<file path="config.mk">
export PLATFORM = sky130hd
export DESIGN_NAME = fft_bitrev_reorder
export DESIGN_NICKNAME = d
export VERILOG_FILES = /design/src/rtl/fft_pkg.sv /design/src/rtl/fft_pingpong_ram.sv /design/src/rtl/fft_bitrev_reorder.sv
export SDC_FILE = /design/constraint.sdc
export NUM_CORES = 2
export LEC_CHECK = 0
export CORE_MARGIN = 2
export CORE_UTILIZATION = 58
export CTS_CLUSTER_SIZE = 12
export DETAILED_ROUTE_END_ITERATION = 10
export GPL_ROUTABILITY_DRIVEN = 0
export HOLD_SLACK_MARGIN = 0.1
export PLACE_DENSITY = 0.86
export RECOVER_POWER = 50
export SKIP_CTS_REPAIR_TIMING = 1
export SLEW_MARGIN = 5
export SYNTH_ARGS = -nofsm -noshare
export SYNTH_HDL_FRONTEND = slang
export SYNTH_SLANG_ARGS = --single-unit
export TNS_END_PERCENT = 1
</file>
<file path="constraint.sdc">
create_clock -name clk -period 6.8 [get_ports clk]
set_clock_uncertainty 0.05 [all_clocks]
set_input_delay 0.68 -clock clk [delete_from_list [all_inputs] [get_ports clk]]
set_output_delay 0.68 -clock clk [all_outputs]
set_load 0.01 [all_outputs]
</file>
<file path="src/rtl/fft_pkg.sv">
// Shared FFT pipeline definitions: sample format, transform size,
// read-side state encoding and the bit-reversal helper.
package fft_pkg;

   localparam int DATA_W = 15;
   localparam int LOG2N  = 5;
   localparam int N      = 1 << LOG2N;

   typedef enum logic {
      RD_IDLE   = 1'b0,
      RD_STREAM = 1'b1
   } rd_state_e;

   function automatic logic [LOG2N-1:0] bitrev(input logic [LOG2N-1:0] x);
      logic [LOG2N-1:0] r;
      r = '0;
      for (int b = 0; b < LOG2N; b++) begin
         r[b] = x[LOG2N-1-b];
      end
      return r;
   endfunction

endpackage

</file>
<file path="src/rtl/fft_pingpong_ram.sv">
// Two N-entry sample banks: one synchronous write port and one
// asynchronous read port, each with its own bank select.
module fft_pingpong_ram
   import fft_pkg::*;
(
   input  logic                  clk,
   input  logic                  wr_en_i,
   input  logic                  wr_bank_i,
   input  logic [LOG2N-1:0]      wr_addr_i,
   input  logic [2*DATA_W-1:0]   wr_data_i,
   input  logic                  rd_bank_i,
   input  logic [LOG2N-1:0]      rd_addr_i,
   output logic [2*DATA_W-1:0]   rd_data_o
);

   logic [2*DATA_W-1:0] mem_q [2][N];

   // Bank contents are deliberately not reset.
   always_ff @(posedge clk) begin
      if (wr_en_i) begin
         mem_q[wr_bank_i][wr_addr_i] <= wr_data_i;
      end
   end

   assign rd_data_o = mem_q[rd_bank_i][rd_addr_i];

endmodule

</file>
<file path="src/rtl/fft_bitrev_reorder.sv">
// Reorders bit-reversed FFT output frames into natural order using
// a ping-pong bank pair and a registered output stage.
module fft_bitrev_reorder
   import fft_pkg::*;
(
   input  logic              clk,
   input  logic              rst,
   input  logic              in_valid,
   output logic              in_ready,
   input  logic [DATA_W-1:0] in_r,
   input  logic [DATA_W-1:0] in_i,
   output logic              out_valid,
   input  logic              out_ready,
   output logic [DATA_W-1:0] out_r,
   output logic [DATA_W-1:0] out_i,
   output logic [LOG2N-1:0]  out_idx,
   output logic              out_last
);

   localparam logic [LOG2N-1:0] LAST = LOG2N'(N-1);

   rd_state_e          state_q, state_d;
   logic [1:0]         full_q, full_d;
   logic               wb_q, rb_q;
   logic [LOG2N-1:0]   wcnt_q, rcnt_q;
   logic               ov_q, olast_q;
   logic [DATA_W-1:0]  or_q, oi_q;
   logic [LOG2N-1:0]   oidx_q;

   logic               wr_en, wr_last;
   logic               avail, other_rdy;
   logic               load, rd_last;
   logic [2*DATA_W-1:0] rd_data;

   assign in_ready  = !full_q[wb_q] && !rst;
   assign wr_en     = in_valid && in_ready;
   assign wr_last   = wr_en && (wcnt_q == LAST);

   // A frame completing this cycle into the read bank counts as
   // available, so X[0] loads on the same edge as the last write.
   assign avail     = full_q[rb_q] || (wr_last && (wb_q == rb_q));
   assign other_rdy = full_q[~rb_q] || (wr_last && (wb_q != rb_q));
   assign load      = (!ov_q || out_ready)
                    && ((state_q == RD_STREAM) || avail);
   assign rd_last   = load && (rcnt_q == LAST);

   fft_pingpong_ram u_ram (
      .clk       (clk),
      .wr_en_i   (wr_en),
      .wr_bank_i (wb_q),
      .wr_addr_i (bitrev(wcnt_q)),
      .wr_data_i ({in_r, in_i}),
      .rd_bank_i (rb_q),
      .rd_addr_i (rcnt_q),
      .rd_data_o (rd_data)
   );

   // Read FSM next state and bank full-flag updates.
   always_comb begin
      state_d = state_q;
      full_d  = full_q;
      if (state_q == RD_IDLE && avail) begin
         state_d = RD_STREAM;
      end
      if (wr_last) begin
         full_d[wb_q] = 1'b1;
      end
      if (rd_last) begin
         full_d[rb_q] = 1'b0;
         state_d      = other_rdy ? RD_STREAM : RD_IDLE;
      end
   end

   // Read FSM state register.
   always_ff @(posedge clk) begin
      if (rst) begin
         state_q <= RD_IDLE;
      end else begin
         state_q <= state_d;
      end
   end

   // Bank pointers, sample counters and full flags.
   always_ff @(posedge clk) begin
      if (rst) begin
         full_q <= '0;
         wb_q   <= 1'b0;
         rb_q   <= 1'b0;
         wcnt_q <= '0;
         rcnt_q <= '0;
      end else begin
         full_q <= full_d;
         if (wr_en) begin
            wcnt_q <= wcnt_q + LOG2N'(1);
         end
         if (wr_last) begin
            wb_q <= ~wb_q;
         end
         if (load) begin
            rcnt_q <= rcnt_q + LOG2N'(1);
         end
         if (rd_last) begin
            rb_q <= ~rb_q;
         end
      end
   end

   // Output register: loads the next natural-order sample, holds
   // under backpressure, drains to empty when idle.
   always_ff @(posedge clk) begin
      if (rst) begin
         ov_q    <= 1'b0;
         or_q    <= '0;
         oi_q    <= '0;
         oidx_q  <= '0;
         olast_q <= 1'b0;
      end else if (load) begin
         ov_q    <= 1'b1;
         or_q    <= rd_data[2*DATA_W-1:DATA_W];
         oi_q    <= rd_data[DATA_W-1:0];
         oidx_q  <= rcnt_q;
         olast_q <= (rcnt_q == LAST);
      end else if (state_q == RD_IDLE && out_ready) begin
         ov_q    <= 1'b0;
      end
   end

   assign out_valid = ov_q;
   assign out_r     = or_q;
   assign out_i     = oi_q;
   assign out_idx   = oidx_q;
   assign out_last  = olast_q;

endmodule

</file>
==> impl_metrics.xml <==
<?xml version="1.0" encoding="UTF-8"?>
<metrics>
  <group name="synth">
    <metric name="yosys_register_bits" unit="">1973</metric>
    <metric name="synth_top_flop_cell" unit="">sky130_fd_sc_hd__edfxtp_1</metric>
    <metric name="ys_warn_count" unit="">0</metric>
    <metric name="netlist-cell-type-count" unit="">45</metric>
    <metric name="synth_top_cell_by_area" unit="">sky130_fd_sc_hd__edfxtp_1</metric>
    <metric name="yosys.area.top_type_share" unit="">0.7629</metric>
    <metric name="yosysSeqAreaShare" unit="">0.7769</metric>
    <metric name="synth-async-reset-ratio" unit="">0</metric>
    <metric name="synth.most_common_cell" unit="">sky130_fd_sc_hd__edfxtp_1</metric>
    <metric name="post_synth.cell_area_avg" unit="um2">20.40</metric>
    <metric name="ys_top_cells_by_count" unit="">sky130_fd_sc_hd__edfxtp_1, sky130_fd_sc_hd__mux2i_1, sky130_fd_sc_hd__mux4_2</metric>
    <metric name="post_synth_instance_area" unit="um2">75570</metric>
    <metric name="synth.net_count" unit="">3748</metric>
    <metric name="netlist_instances" unit="">3705</metric>
    <metric name="ys_top_cells_by_area" unit="">sky130_fd_sc_hd__edfxtp_1, sky130_fd_sc_hd__mux4_2, sky130_fd_sc_hd__mux2i_1, sky130_fd_sc_hd__dfxtp_1, sky130_fd_sc_hd__o221ai_1</metric>
    <metric name="synth_edf_count" unit="">1920</metric>
  </group>
  <group name="final_layout">
    <metric name="seqCellArea" unit="um2">58740</metric>
    <metric name="filler_cell_count" unit="">7743</metric>
    <metric name="multiInputGateArea" unit="um2">16080</metric>
    <metric name="final_net_count" unit="">3833</metric>
    <metric name="cell_count_final_fillers_out" unit="">5637</metric>
    <metric name="share_of_layout_cells_above_drive_strength_1" unit="">0.1672</metric>
    <metric name="flow.area_growth_from_synthesis" unit="%">10.29</metric>
    <metric name="final_core_util" unit="">0.6437</metric>
  </group>
  <group name="route">
    <metric name="vias_per_cell" unit="">7.282</metric>
    <metric name="route.detailed.drc" unit="">0</metric>
    <metric name="detail_route.wl_per_cell" unit="um">36.70</metric>
    <metric name="drt_iter0_drc" unit="">8286</metric>
    <metric name="postRouteAntennaNets" unit="">0</metric>
    <metric name="drt_wl_total" unit="um">206900</metric>
    <metric name="vias" unit="">41046</metric>
    <metric name="drt-pass1-iter-count" unit="">9</metric>
  </group>
  <group name="setup_path">
    <metric name="r2r_slack" unit="ns">2.44</metric>
    <metric name="crit_path_max_fanout" unit="">30</metric>
    <metric name="crit_arrival" unit="ns">4.72</metric>
    <metric name="max_stage_delay" unit="ns">1.04</metric>
    <metric name="cp_top_family" unit="">simple AND/OR/NAND/NOR gates</metric>
    <metric name="crit_path_cell_trace" unit="">mux2_1 -&gt; nor3b_1 -&gt; clkbuf_1 -&gt; and2_1 -&gt; nand2_1 -&gt; nor2_4</metric>
    <metric name="cp_slowest_cell" unit="">sky130_fd_sc_hd__nor2_4</metric>
    <metric name="crit_path_start_kind" unit="">register</metric>
    <metric name="endpoint_required_time_on_the_critical_path" unit="ns">7.16</metric>
    <metric name="timing.critical_path.buf_inv" unit="">1</metric>
    <metric name="setup.worst_path.end_class" unit="">register</metric>
    <metric name="setup.worst_path.class" unit="">reg -&gt; reg</metric>
  </group>
  <group name="sta">
    <metric name="timing.slew.headroom" unit="">-1.894</metric>
    <metric name="clock.fmax" unit="GHz">0.2295</metric>
    <metric name="finalHoldViolations" unit="">0</metric>
    <metric name="grt_setup_unrepaired" unit="">false</metric>
    <metric name="final.setup.tns" unit="ns">0</metric>
    <metric name="hold_ws" unit="ns">0.4789</metric>
    <metric name="final_critical_path_required_period" unit="ns">4.357</metric>
    <metric name="min_period_over_period" unit="">0.6407</metric>
    <metric name="setup_violations" unit="">0</metric>
    <metric name="timing.final.max_slew_violations" unit="">1950</metric>
    <metric name="tightestPinTransition" unit="ns">4.340</metric>
  </group>
  <group name="clocking">
    <metric name="cts-buffers-inserted" unit="">186</metric>
    <metric name="tritoncts_clock_tree" unit="">built</metric>
    <metric name="maximum_number_of_buffers_from_clock_root_to_sink" unit="">3</metric>
    <metric name="clock_insertion_delay_worst_skew" unit="ns">0.81</metric>
    <metric name="clockRootBuffer" unit="">sky130_fd_sc_hd__clkbuf_16</metric>
    <metric name="cts.sinks" unit="">1973</metric>
    <metric name="ctsHtreeMaxLevel" unit="">4</metric>
    <metric name="clk_transition_reported_paths" unit="ns">0.06</metric>
  </group>
  <group name="floorplan">
    <metric name="core_area" unit="um2">129500</metric>
    <metric name="top_level_ports" unit="">72</metric>
    <metric name="die_height" unit="um">365.0</metric>
    <metric name="row_count" unit="">132</metric>
    <metric name="design.die.area" unit="um2">133200</metric>
    <metric name="initial_utilization" unit="">0.5837</metric>
    <metric name="die_w" unit="um">365.0</metric>
  </group>
  <group name="global_route">
    <metric name="global_route.overflow_total" unit="">0</metric>
    <metric name="wire_length_of_the_first_global_routing_pass" unit="um">291300</metric>
    <metric name="grt_pass1_vias" unit="">39861</metric>
    <metric name="grt_start_max_net_pins" unit="">109</metric>
    <metric name="number_of_antenna_violations_at_the_first_check_in_global_routing" unit="">25</metric>
    <metric name="track_usage" unit="">0.3113</metric>
  </group>
  <group name="status">
    <metric name="run_status" unit="">finished, violations left</metric>
    <metric name="violations_in_the_final_reports" unit="">capacitance limit, slew limit</metric>
  </group>
  <group name="pwr">
    <metric name="p_switching" unit="mW">4.613</metric>
    <metric name="comb_power_share" unit="">0.016</metric>
    <metric name="total_leakage_power" unit="nW">24.37</metric>
    <metric name="power.clock.fraction" unit="">0.406</metric>
    <metric name="pwr_density_cell" unit="nW/um2">278.2</metric>
    <metric name="power" unit="mW">23.19</metric>
    <metric name="power_report.internal_total" unit="mW">18.58</metric>
    <metric name="ir_worst_vdd" unit="uV">286.0</metric>
    <metric name="p_seq_frac" unit="">0.578</metric>
    <metric name="swShare" unit="">0.1989</metric>
  </group>
  <group name="placement">
    <metric name="place_inst" unit="">5344</metric>
    <metric name="numPortBuffers" unit="">71</metric>
    <metric name="hpwlAfterDp" unit="um">110900</metric>
  </group>
  <group name="flow_run">
    <metric name="timing.max_cap.violations" unit="">30</metric>
  </group>
  <group name="hold_path">
    <metric name="hold_path_class" unit="">in -&gt; reg</metric>
  </group>
</metrics>
-- cells by family (layout without fill, tap and decap cells) --
| family | after synthesis | count (layout) | share of synthesized area |
|---|---|---|---|
| xor+xnor | 7 | 7 | 0.0008113 |
| flops | 1973 | 1973 | 0.7769 |
| buf+inv | 247 | 435 | 0.01732 |
| compound gates | 582 | 582 | 0.05732 |
| fa+ha+maj | 9 | 9 | 0.001490 |
| other cells | 0 | 2 | 0 |
| simple gates | 157 | 157 | 0.008725 |
| mux | 730 | 730 | 0.1374 |
-- through the flow --
step / setup WS (ns) / cell area, um2
6_report: 2.443 / 83350
5_1_grt: 2.332 / 83340
4_1_cts: 2.896 / 83460
3_5_place_dp: 2.660 / 78200
3_3_place_gp: 2.726 / 78200
2_1_floorplan: 3.429 / 75570
-- final timing paths --
check / cells past startpoint / from / endpoint
hold / removal: 3 / rst / register
setup reg to reg: 6 / wb_q / u_ram.mem_q[1][672]
setup / recovery: 6 / wb_q / u_ram.mem_q[1][672]
hold reg to reg: 2 / out_idx[3] / out_idx[3]
-- cell usage in the layout, fill, tap and decap left out, types with 7 or more instances in the layout --
master and n:
sky130_fd_sc_hd__mux2i_1 431, sky130_fd_sc_hd__mux2_2 58, sky130_fd_sc_hd__o22ai_1 118, sky130_fd_sc_hd__edfxtp_1 1920
sky130_fd_sc_hd__o21ai_1 37, sky130_fd_sc_hd__nor2_4 65, sky130_fd_sc_hd__a21o_1 29, sky130_fd_sc_hd__a211o_1 29
sky130_fd_sc_hd__a221o_1 31, sky130_fd_sc_hd__a221oi_1 62, sky130_fd_sc_hd__o21ai_0 26, sky130_fd_sc_hd__dlygate4sd3_1 32
sky130_fd_sc_hd__buf_2 16, sky130_fd_sc_hd__o221ai_1 89, sky130_fd_sc_hd__ha_1 9, sky130_fd_sc_hd__nand2_1 9
sky130_fd_sc_hd__mux4_2 240, sky130_fd_sc_hd__clkbuf_1 112, sky130_fd_sc_hd__clkdlybuf4s50_1 8, sky130_fd_sc_hd__a311oi_1 30
sky130_fd_sc_hd__buf_12 7, sky130_fd_sc_hd__dfxtp_1 47, sky130_fd_sc_hd__a21oi_1 33, sky130_fd_sc_hd__clkbuf_16 190
sky130_fd_sc_hd__a211oi_1 90, sky130_fd_sc_hd__nor2_1 53, sky130_fd_sc_hd__buf_4 43
-- layout make-up --
type,count,share of cell area
antenna,2,0.00006005
multi-input combinational,1485,0.1929
inverter,7,0.0003453
tap,1742,0.02615
timing repair buffer,137,0.01271
clock buffer,276,0.06152
sequential,1973,0.7047
clock inverter,15,0.001576
-- sequential cells by signal, summed over array words and instances, names as in the netlist, 2 cells and up, named ones only --
signal       count
u_ram.mem_q   1920
out_i           15
out_r           15
out_idx          5
rcnt_q           5
wcnt_q           5
full_q           2
-- tightest hold or removal path: stages --
cell and delay, ns:
sky130_fd_sc_hd__buf_2 0.11, sky130_fd_sc_hd__buf_4 0.32, sky130_fd_sc_hd__nor2_1 0.17
-- routing by layer --
metal,vias to the layer above,track usage,routed length (um)
met4,30,0.1464,12960
met2,3964,0.4799,95620
met5,-,0.0007262,315
li1,15677,-,-
met3,856,0.1173,32170
met1,20519,0.3940,65810
-- power groups by stage --
stage / sequential [mW] / combinational, mW / clock, mW
final: 13.4 / 0.369 / 9.42
after global routing: 13.4 / 0.368 / 9.83
after CTS: 13.4 / 0.359 / 9.40
after detailed placement: 13.6 / 0.354 / 0
after global placement: 13.6 / 0.333 / 0
after floorplan: 13.6 / 0.0476 / 0
Power figures use the tool's default switching activity.
